==> config.mk <==
export PLATFORM = sky130hd
export DESIGN_NAME = uartrx_fifo_flat
export DESIGN_NICKNAME = d
export VERILOG_FILES = /design/src/rtl/uartrx_fifo_pkg.sv /design/src/rtl/uartrx_fifo_if.sv /design/src/rtl/uartrx_fifo_fifo_ring.sv /design/src/rtl/uartrx_fifo.sv /design/src/flat_wrapper.sv
export SDC_FILE = /design/constraint.sdc
export NUM_CORES = 1
export LEC_CHECK = 0
export CAP_MARGIN = 25
export CORE_MARGIN = 1.5
export CORE_UTILIZATION = 55
export CTS_CLUSTER_SIZE = 14
export DETAILED_ROUTE_END_ITERATION = 6
export PLACE_DENSITY = 0.74
export SLEW_MARGIN = 20
export SYNTH_ARGS = -nofsm -noshare
export SYNTH_HDL_FRONTEND = slang
export SYNTH_SLANG_ARGS = --single-unit
==> constraint.sdc <==
create_clock -name clk -period 3.4 [get_ports clk]
set_input_delay 0.68 -clock clk [delete_from_list [all_inputs] [get_ports clk]]
set_output_delay 0.68 -clock clk [all_outputs]
set_load 0.05 [all_outputs]
==> src/rtl/uartrx_fifo_pkg.sv <==
// Shared types and defaults for the UART receive buffer.
package uartrx_fifo_pkg;

  typedef enum logic {
    Receive,
    Ack
  } handshake_state_t;

  localparam int DefaultDepthBitWidth = 4;
  localparam int DefaultDataBitWidth  = 8;

  function automatic int unsigned ring_depth(input int unsigned bits);
    return 32'd1 << bits;
  endfunction

endpackage

==> src/rtl/uartrx_fifo_if.sv <==
// Bus between uartrx/ramio (master side) and the receive buffer (slave side).
interface uartrx_fifo_if
  import uartrx_fifo_pkg::*;
#(
  parameter int DepthBitWidth = DefaultDepthBitWidth,
  parameter int DataBitWidth  = DefaultDataBitWidth
);

  logic [DataBitWidth-1:0]  rx_data;
  logic                     rx_data_ready;
  logic                     rx_go;
  logic                     pop;
  logic [DataBitWidth-1:0]  data_out;
  logic                     empty;
  logic                     full;
  logic [DepthBitWidth:0]   count;
  logic                     overrun;
  logic                     clear_overrun;

  modport master (
    output rx_data, rx_data_ready, pop, clear_overrun,
    input  rx_go, data_out, empty, full, count, overrun
  );

  modport slave (
    input  rx_data, rx_data_ready, pop, clear_overrun,
    output rx_go, data_out, empty, full, count, overrun
  );

endinterface

==> src/rtl/uartrx_fifo_fifo_ring.sv <==
// Generic ring buffer: storage, natural-wrap pointers and an occupancy count.
// The caller must not push while full unless it pops in the same cycle.
module fifo_ring
  import uartrx_fifo_pkg::*;
#(
  parameter int DepthBitWidth = DefaultDepthBitWidth,
  parameter int DataBitWidth  = DefaultDataBitWidth
) (
  input  logic                     clk,
  input  logic                     rst,
  input  logic                     push,
  input  logic [DataBitWidth-1:0]  push_data,
  input  logic                     pop,
  output logic [DataBitWidth-1:0]  head,
  output logic [DepthBitWidth:0]   count
);

  localparam int Depth = 1 << DepthBitWidth;

  typedef logic [DepthBitWidth-1:0] ptr_t;
  typedef logic [DepthBitWidth:0]   cnt_t;

  localparam ptr_t PtrOne = ptr_t'(1);
  localparam cnt_t CntOne = cnt_t'(1);

  logic [DataBitWidth-1:0] mem [Depth];
  ptr_t wr_ptr;
  ptr_t rd_ptr;
  cnt_t count_q;
  logic do_pop;

  // A pop on an empty ring is silently ignored.
  assign do_pop = pop && (count_q != '0);

  always_ff @(posedge clk) begin
    if (push && !rst) begin
      mem[wr_ptr] <= push_data;
    end
  end

  always_ff @(posedge clk) begin
    if (rst) begin
      wr_ptr  <= '0;
      rd_ptr  <= '0;
      count_q <= '0;
    end else begin
      if (push) begin
        wr_ptr <= wr_ptr + PtrOne;
      end
      if (do_pop) begin
        rd_ptr <= rd_ptr + PtrOne;
      end
      if (push && !do_pop) begin
        count_q <= count_q + CntOne;
      end else if (!push && do_pop) begin
        count_q <= count_q - CntOne;
      end
    end
  end

  assign head  = (count_q == '0) ? '0 : mem[rd_ptr];
  assign count = count_q;

endmodule

==> src/rtl/uartrx_fifo.sv <==
// UART receive buffer: owns the uartrx go/ready handshake, queues bytes in a
// ring and reports overrun instead of overwriting when software falls behind.
module uartrx_fifo
  import uartrx_fifo_pkg::*;
#(
  parameter int DepthBitWidth = DefaultDepthBitWidth,
  parameter int DataBitWidth  = DefaultDataBitWidth
) (
  input  logic          clk,
  input  logic          rst,
  uartrx_fifo_if.slave  bus
);

  typedef logic [DepthBitWidth:0] cnt_t;

  localparam cnt_t Depth = cnt_t'(ring_depth(DepthBitWidth));

  handshake_state_t state_q;
  handshake_state_t state_d;
  logic             capture;
  logic             rx_go_c;
  logic             is_full;
  logic             push;
  logic             drop;
  logic             overrun_q;
  cnt_t             count;

  always_ff @(posedge clk) begin
    if (rst) begin
      state_q <= Receive;
    end else begin
      state_q <= state_d;
    end
  end

  // Ready is only looked at in Receive, so each ready assertion yields one capture.
  always_comb begin
    state_d = state_q;
    rx_go_c = 1'b1;
    capture = 1'b0;
    case (state_q)
      Receive: begin
        if (bus.rx_data_ready) begin
          capture = 1'b1;
          state_d = Ack;
        end
      end
      Ack: begin
        rx_go_c = 1'b0;
        state_d = Receive;
      end
      default: begin
        state_d = Receive;
      end
    endcase
  end

  // A pop in the same cycle frees the slot, so a full ring can still accept.
  assign is_full = (count == Depth);
  assign push    = capture && (!is_full || bus.pop);
  assign drop    = capture && is_full && !bus.pop;

  always_ff @(posedge clk) begin
    if (rst) begin
      overrun_q <= 1'b0;
    end else if (drop) begin
      overrun_q <= 1'b1;
    end else if (bus.clear_overrun) begin
      overrun_q <= 1'b0;
    end
  end

  fifo_ring #(
    .DepthBitWidth (DepthBitWidth),
    .DataBitWidth  (DataBitWidth)
  ) ring (
    .clk       (clk),
    .rst       (rst),
    .push      (push),
    .push_data (bus.rx_data),
    .pop       (bus.pop),
    .head      (bus.data_out),
    .count     (count)
  );

  assign bus.rx_go   = rx_go_c;
  assign bus.count   = count;
  assign bus.empty   = (count == '0);
  assign bus.full    = is_full;
  assign bus.overrun = overrun_q;

endmodule

==> src/flat_wrapper.sv <==
// flat-port wrapper written by rule: the top's interface ports become plain ports
module uartrx_fifo_flat import uartrx_fifo_pkg::*;
#(
  parameter int DepthBitWidth = DefaultDepthBitWidth,
  parameter int DataBitWidth  = DefaultDataBitWidth
)
  (clk, rst, bus_rx_data, bus_rx_data_ready, bus_pop, bus_clear_overrun, bus_rx_go, bus_data_out, bus_empty, bus_full, bus_count, bus_overrun);
  uartrx_fifo_if #(.DepthBitWidth(DepthBitWidth), .DataBitWidth(DataBitWidth)) bus_i ();
  input  logic clk;
  input  logic rst;
  input wire logic [$bits(bus_i.rx_data)-1:0] bus_rx_data;
  input wire logic [$bits(bus_i.rx_data_ready)-1:0] bus_rx_data_ready;
  input wire logic [$bits(bus_i.pop)-1:0] bus_pop;
  input wire logic [$bits(bus_i.clear_overrun)-1:0] bus_clear_overrun;
  output wire logic [$bits(bus_i.rx_go)-1:0] bus_rx_go;
  output wire logic [$bits(bus_i.data_out)-1:0] bus_data_out;
  output wire logic [$bits(bus_i.empty)-1:0] bus_empty;
  output wire logic [$bits(bus_i.full)-1:0] bus_full;
  output wire logic [$bits(bus_i.count)-1:0] bus_count;
  output wire logic [$bits(bus_i.overrun)-1:0] bus_overrun;
  assign bus_i.rx_data = bus_rx_data;
  assign bus_i.rx_data_ready = bus_rx_data_ready;
  assign bus_i.pop = bus_pop;
  assign bus_i.clear_overrun = bus_clear_overrun;
  assign bus_rx_go = bus_i.rx_go;
  assign bus_data_out = bus_i.data_out;
  assign bus_empty = bus_i.empty;
  assign bus_full = bus_i.full;
  assign bus_count = bus_i.count;
  assign bus_overrun = bus_i.overrun;
  uartrx_fifo #(.DepthBitWidth(DepthBitWidth), .DataBitWidth(DataBitWidth)) u_core (.clk(clk), .rst(rst), .bus(bus_i));
endmodule
# --- Word level (Yosys, flattened, before mapping) ---
# Memories as Yosys holds them, arrays and structs flattened. A register that Yosys moved wholly into a read port is not among the register bits.
# Index checks and enable logic that the tools add are counted.
word_totals:
  reg_bits: 15
  mem_bits_rw: 128
  input_bits: 13
  output_inout_bits: 17
  wordCells: 42
  mem_count: 1
classes:
  addsub: 4
  n_eq_ne: 1
  mux: 13
  bitwise: 1
  n_reduce_logical: 17
mem_list:
  columns: ["name", "words", "width", "read_ports", "rd_ports_with_merged_regs", "write_ports", "line_no", "rtl"]
  rows:
  - ["u_core.ring.mem", 16, 8, 1, 1, 1, "uartrx_fifo_fifo_ring.sv:26", "logic [DataBitWidth-1:0] mem [Depth];"]
ops:
  columns: ["op", "count"]
  rows:
  - ["5-bit two-way mux", 2]
  - ["4-bit by 1-bit adder with 4-bit output, second input constant", 2]
  - ["4-bit two-way mux", 2]
  - ["8-bit two-way mux", 1]
  - ["1-bit logical AND", 7]
  - ["1-bit two-way mux", 7]
  - ["5-bit by 1-bit adder with 5-bit output, second input constant", 1]
  - ["5-bit == test, second input constant", 1]
  - ["1-bit logical NOT", 5]
  - ["5-bit logical NOT", 1]
  - ["5-bit nonzero test", 1]
  - ["5-bit by 1-bit subtractor with 5-bit output, second input constant", 1]
  - ["2-bit nonzero test", 2]
  - ["1-bit case mux with 2 select lines", 1]
  - ["1-bit logical OR", 1]
  - ["1-bit NOT", 1]

# --- Depth between registers and ports, before layout ---
# Gate-level depths: netlist (run 1).
logic_depth:
  word_depth: 8
  ltp_mapped: 9
  ltp_nobuf: 9

# --- By module ---
# Synthesis (run 1) repeated with hierarchy kept, for this count alone.
hier_totals:
  cells_unflattened: 321
  hier_area_um2: 5989.5
by_module_without_submodules:
  columns: ["module", "instances", "cells_per_inst", "area_each_um2", "seq_area_each_um2"]
  rows:
  - ["fifo_ring", 1, 309, 5871.9, 4184.0]
  - ["uartrx_fifo", 1, 12, 117.6, 40.0]

# --- Least setup slack after synthesis (run 1) ---
# OpenSTA, ideal clock, no wires.
synth_path:
  path_type: "register -> output"
  startpoint: "register u_core.ring.count_q[4], in the netlist u_core.ring.count[4]"
  endpoint: "output port bus_data_out[0]"
  arrival_ps: 2445
  slack_ps: 275
  stages_incl_launch_ff: 4
  path_buffers: 1
  path_cell_list: "dfxtp_1 -> clkbuf_1 -> nor2_2 -> a211oi_1"
synth_via:
  elab_chain_cells: 2
synth_lines:
  columns: ["element", "line_no", "rtl"]
  rows:
  - ["start, declared", "uartrx_fifo_fifo_ring.sv:29", "cnt_t count_q;"]
  - ["start signal, assigned", "uartrx_fifo_fifo_ring.sv:54", "count_q <= count_q + CntOne;"]
  - ["start signal, assigned", "uartrx_fifo_fifo_ring.sv:56", "count_q <= count_q - CntOne;"]
  - ["5-bit logical NOT", null, null]
  - ["via bus_empty", "flat_wrapper.sv:17", "output wire logic [$bits(bus_i.empty)-1:0] bus_empty;"]
  - ["8-bit two-way mux", "uartrx_fifo_fifo_ring.sv:61", "assign head = (count_q == '0) ? '0 : mem[rd_ptr];"]
  - ["end, declared", "flat_wrapper.sv:16", "output wire logic [$bits(bus_i.data_out)-1:0] bus_data_out;"]
# The timed path passes the listed nets, and every way through them passes these cells.

# --- Final worst setup path (run 1) ---
layout_path:
  startpoint: "register u_core.ring.count_q[0], in the netlist u_core.ring.count[0]"
  endpoint: "output port bus_empty"
layout_via:
  elab_chain_cells: 1
layout_lines:
  columns: ["element", "line_no", "rtl"]
  rows:
  - ["5-bit logical NOT", "uartrx_fifo.sv:88", "assign bus.empty = (count == '0);"]
  - ["end, declared", "flat_wrapper.sv:17", null]
# No other way between the ends.

==> flow_metrics.tcl, run 1 <==
set metrics [dict create \
    status "finished, final reports clean" \
    clk_latency_ns 0.51 \
    ios 30 \
    area_growth_pct 18.4 \
    synthFlopType "edfxtp_1" \
    finalCritPeriodShare_pct 96.5 \
    avgSynthCellArea_um2 18.1 \
    worst_pin_slew_ns 0.635 \
    dieArea_um2 11500 \
    yosysTopAreaCell "edfxtp_1" \
    syn-instance-count 331 \
    synth_top_area_share_pct 64.1 \
    path_max_fanout 9 \
    worstSetupEndpointType "output port" \
    hold_violations 0 \
    row_count 37 \
    clk_pin_slew_ns 0.06 \
    worstReg2RegEnd "u_core.ring.count[4]" \
    yosysWarnings 0 \
    max_freq_mhz 305 \
    cp-start-kind "flip-flop" \
    drtAntennaViolNets 0 \
    synth_cell_types 40 \
    place_congestion 0.821 \
    syn_area_um2 6000 \
    finalCoreUtilization_pct 67.9 \
    leakage_nw 2.37 \
    ys_seq_area_share_pct 70.4 \
    synth_commonest_cells "edfxtp_1 (128), nor2_1 (34), mux4_2 (23)" \
    grt_start_max_net_pins 22 \
    tns_ns 0 \
    hold_end "u_core.bus.overrun" \
    cts_resized 0 \
    dp_hpwl_mm 6.94 \
    rsz0062_at_grt "no" \
    cap_violations 0 \
    critical_path_required_ns 2.72 \
    first_pass_iters 5 \
    antenna_found_initial 0 \
    rrSetupSlack_ns 0.65 \
    drt_wl_total_mm 10.7 \
    grt_pass1_wl_mm 16.9 \
    cts_tree "done" \
    cts.sinks 147 \
    wl_per_cell_um 20.0 \
    drc 0 \
    crit_type "flip-flop to output port" \
    vdd_ir_drop_max_v 0.000632 \
    syn_nets 354 \
    fin_skew_ns 0.0151 \
    timing.slew.headroom_pct 57.6 \
    synth-edff-count 128 \
    io_buffers 29 \
    nets 408 \
    worstSetupStartpoint "u_core.ring.count[0]" \
    hold_slack_ns 0.494 \
    drv_slew 0 \
    fin_ws_ns 0.119 \
    cts_buffers 17 \
    grt_overflow 0 \
    post_layout_nonfiller_instances 534 \
    synth.most_common_cell "edfxtp_1" \
    hold_path.startpoint "u_core.bus.overrun" \
    die_w_um 107 \
    fin_crit_ns 3.28 \
    holdCritPathClass "flip-flop to flip-flop" \
    hold_depth 1 \
    synth_seq_cells 147 \
    drtIter0Drc 245 \
    cts-root-buf "clkbuf_8" \
    antenna_cells 0 \
    reg2reg_depth 9 \
    vias 3047 \
    grt.total_usage_pct 20.6 \
    synthArstFlopShare_pct 0 \
    ys_top_cells_by_area "edfxtp_1 (64%), mux4_2 (8.6%), dfxtp_1 (6.3%), mux4_1 (3.9%), nor2_1 (2.1%)" \
    final-setup-viol-count 0 \
    die_h_um 107 \
    post_cts_buffers 0 \
    core_area_um2 10500 \
    via_per_inst 5.71 \
    hold_buffers 0 \
    place_ws_ns 0.277 \
    drive_above_1_share_pct 23.6 \
    r2r-start "u_core.ring.count[0]" \
    grt_pass1_vias 3220 \
    place_inst 502 \
    start_util_pct 57.3 \
    htreeDepth 4 \
    arrival_ns 2.60 \
    cts_buffer_depth 2 \
    powerDensity_nw_per_um2 741 \
]
[power breakdown]
| group | switching [W] | internal, W |
|---|---|---|
| clock | 0.000694 | 0.00105 |
| combinational | 0.000838 | 0.000585 |
| sequential | 0.0000740 | 0.00202 |
| total | 0.00161 | 0.00366 |
[worst max path at each step]
stage	to
floorplan	bus_data_out[0]
global placement	u_core.ring.count[4]
detailed placement	u_core.ring.count[4]
CTS	bus_data_out[0]
global route	bus_data_out[0]
finish	bus_empty
[flip-flops by register name, indices dropped and copies added (netlist names), named ones only]
| register | count |
|---|---|
| u_core.bus.overrun | 1 |
| u_core.ring.rd_ptr | 4 |
| u_core.ring.mem | 128 |
| u_core.ring.wr_ptr | 4 |
| u_core.state_q | 1 |
| u_core.ring.count | 5 |
[per-layer routing]
metal	GRT usage, %	vias up	share of wire (%)
met5	0	-	0
met4	7.14	0	0.46
met3	5.02	4	7.0
met2	35.0	99	53
met1	26.1	1529	40
li1	-	1415	-
[layout make-up]
type	count	area, um^2
Multi-Input combinational cell	158	1630
Clock buffer	23	510
Sequential cell	147	4230
Clock inverter	9	61.3
Timing Repair Buffer	54	483
Tap cell	136	170
Inverter	7	26.3
Fill cell	685	3360
[cell families (layout without fill, tap and decap cells)]
family                     after synthesis  count (layout)  synth area share, %
AOI/OAI and AO/OA                       30              30                 3.86
xor gates and xnor gates                 6               6                0.876
adders and majority gates               10              10                 2.21
buffers and inverters                   26              93                 2.44
DFF                                    147             147                 70.4
muxes                                   45              45                 14.8
and+or+nand+nor                         67              67                 5.42
[critical path, cell delays in order (launching register included)]
cell	delay [ns]
dfxtp_1	0.38
or4_4	0.61
nor2_2	0.10
buf_4	0.19
clkdlybuf4s50_1	0.82
[stage by stage]
step	power, W	instance area (um^2)
after floorplan	0.00320	6000
after global placement	0.00354	6530
after CTS	0.00531	7100
after detailed placement	0.00357	6530
final	0.00526	7110
after global routing	0.00548	7110
[cell usage in the layout (no fill, tap or decap), drive strengths merged]
cell / Yosys / routed
edfxtp: 128 / 128
nor2: 35 / 35
buf: 14 / 33
mux4: 32 / 32
clkbuf: 5 / 23
clkdlybuf4s50: 0 / 21
dfxtp: 19 / 19
a211oi: 16 / 16
inv: 7 / 13
mux2i: 11 / 11
nor2b: 10 / 10
ha: 9 / 9
nand2: 6 / 6
nand2b: 5 / 5
xor2: 5 / 5
a21oi: 5 / 5
nor3: 4 / 4
o211ai: 3 / 3
clkinv: 0 / 3
or4: 2 / 2
mux2: 2 / 2
nor4: 1 / 1
a31oi: 1 / 1
o21ai: 1 / 1
a311oi: 1 / 1
and2: 1 / 1
xnor2: 1 / 1
a21o: 1 / 1
nand3: 1 / 1
a31o: 1 / 1
and3: 1 / 1
a32o: 1 / 1
nand4: 1 / 1
fa: 1 / 1
No activity file was read; power rests on OpenSTA's default activity.
==> run 2, diff against run 1 <==
CORE_UTILIZATION = 54   (was 55)
PLACE_DENSITY = 0.76   (was 0.74)
clock period = 2.7 ns   (was 3.4 ns; I/O delays follow)
==> flow_metrics.tcl, run 2 (synthesized netlist as in run 1, its figures left out) <==
set metrics [dict create \
    largest_reg_flops 128 \
    clk_latency_ns 0.52 \
    rsz0062_at_grt "yes" \
    cap_violations 0 \
    place_ws_ns -0.184 \
    grt_pass1_wl_mm 18.8 \
    hold_buffers 0 \
    vdd_ir_drop_max_v 0.000722 \
    grt_util_met2_pct 39.9 \
    dpl_cell_area_um2 6630 \
    status "finished, violations left" \
    area_growth_pct 24.8 \
    nets 426 \
    cts.sinks 147 \
    holdCritPathClass "flip-flop to flip-flop" \
    clk_pin_slew_ns 0.06 \
    dp_hpwl_mm 7.18 \
    crit_slowest_cell "mux4_2" \
    finalCritPeriodShare_pct 104 \
    crit_type "flip-flop to output port" \
    antenna_found_initial 0 \
    final-setup-viol-count 8 \
    fin_ws_ns -0.110 \
    io_buffers 29 \
    violations "setup timing" \
    drive_above_1_share_pct 33.5 \
    htreeDepth 4 \
    cts_buffer_depth 2 \
    ios 30 \
    powerDensity_nw_per_um2 963 \
    antenna_cells 0 \
    timing.slew.headroom_pct 46.5 \
    top_register "u_core.ring.mem" \
    core_area_um2 10800 \
    arrival_ns 2.27 \
    path_max_fanout 8 \
    die_h_um 108 \
    hold_violations 0 \
    cts_buffers 17 \
    grt_pass1_vias 3466 \
    fin_crit_ns 2.81 \
    place_congestion 0.766 \
    path_delay_family "multiplexers" \
    die_w_um 108 \
    drtIter0Drc 195 \
    row_count 38 \
    fin_area_um2 7490 \
    met3_usage_pct 5.91 \
    cp-start-kind "flip-flop" \
    critical_path_required_ns 2.16 \
    grt_most_used_layer "met2" \
    leakage_nw 2.52 \
    cpPeakStageDelay_ns 0.49 \
    path_cells "buf_12, buf_12, mux4_2, nor2b_4, a211oi_2, a211oi_2, buf_6" \
    drc 0 \
    grt.total_usage_pct 22.7 \
    via_per_inst 5.89 \
    worst_pin_slew_ns 0.801 \
    worstSetupEndpointType "output port" \
    wl_per_cell_um 22.1 \
    drv_slew 0 \
    cp.buffers_inverters 3 \
    dieArea_um2 11800 \
    grt_start_max_net_pins 22 \
    fin_skew_ns 0.00470 \
    first_pass_iters 5 \
    tns_ns -0.593 \
    cts-root-buf "clkbuf_8" \
    drtAntennaViolNets 0 \
    power.total_w 0.00721 \
    fillCellCount 682 \
    hold_slack_ns 0.486 \
    start_util_pct 55.3 \
    max_freq_mhz 356 \
    drt_wl_total_mm 12.2 \
    layout_commonest_cell "edfxtp_1" \
    grt_overflow 0 \
    use_met1_pct 27.6 \
    cts_tree "done" \
    final_cell_mix "edfxtp_1 (128), buf_4 (35), nor2_1 (34)" \
    vias 3267 \
]
run 2: cell types whose count changed in the layout (fill, tap and decap cells not counted), sizes merged, moves of 3 or more:
cell	delta
buf	+18
bufinv	+3
clkbuf	-5
clkinv	+5
inv	-6
run 2: worst paths after layout:
kind | from | to | slack, ns | depth (start not counted)
worst min register to register | u_core.bus.overrun | u_core.bus.overrun | 0.49 | 1
worst min-delay path | u_core.bus.overrun | u_core.bus.overrun | 0.49 | 1
worst max-delay path | flip-flop | bus_data_out[3] | -0.11 | 7
worst max register to register | u_core.ring.count[0] | u_core.ring.count[4] | 0.09 | 9
run 2: worst reg2reg max path: stages (launching register included):
cell,delay (ns)
dfxtp_2,0.36
or4_4,0.60
o21ai_4,0.16
ha_2,0.22
inv_1,0.08
ha_1,0.30
nand2b_1,0.08
a21oi_2,0.16
mux2i_1,0.21
mux2_2,0.34
run 2: final cells by class:
cell class / instances / area [um^2] / area share (%)
Sequential cell: 147 / 4240 / 56.6
Multi-Input combinational cell: 158 / 1710 / 22.8
Timing Repair Buffer: 72 / 777 / 10.4
Clock buffer: 18 / 418 / 5.58
Tap cell: 140 / 175 / 2.34
Clock inverter: 13 / 143 / 1.91
Inverter: 7 / 26.3 / 0.351
run 2: what timing repair did:
item | 4_1_cts | 5_1_grt
endpoints found under the setup margin | 10 | 10
gates resized for setup | 26 | 14
pin swaps | 8 | 3
buffers inserted | 6 | 0
gates cloned | 3 | 0
run 2: metal layers:
layer | vias to the layer above | part of all wire (%) | wire length, um
met3 | 13 | 5.1 | 619
met1 | 1701 | 40 | 4860
met2 | 100 | 54 | 6630
met4 | 0 | 1.1 | 136
met5 | - | 0 | 0
li1 | 1453 | - | -
run 2: power by group:
| group | internal (W) | total [W] | switching [W] |
|---|---|---|---|
| clock | 0.00138 | 0.00223 | 0.000845 |
| sequential | 0.00256 | 0.00267 | 0.000111 |
| combinational | 0.00109 | 0.00231 | 0.00122 |
run 2: through the flow:
stage,utilization (%),instances
3_5_place_dp,61.2,515
6_report,69.1,555
2_1_floorplan,-,331
5_1_grt,69.1,555
3_3_place_gp,61.2,515
4_1_cts,68.5,555
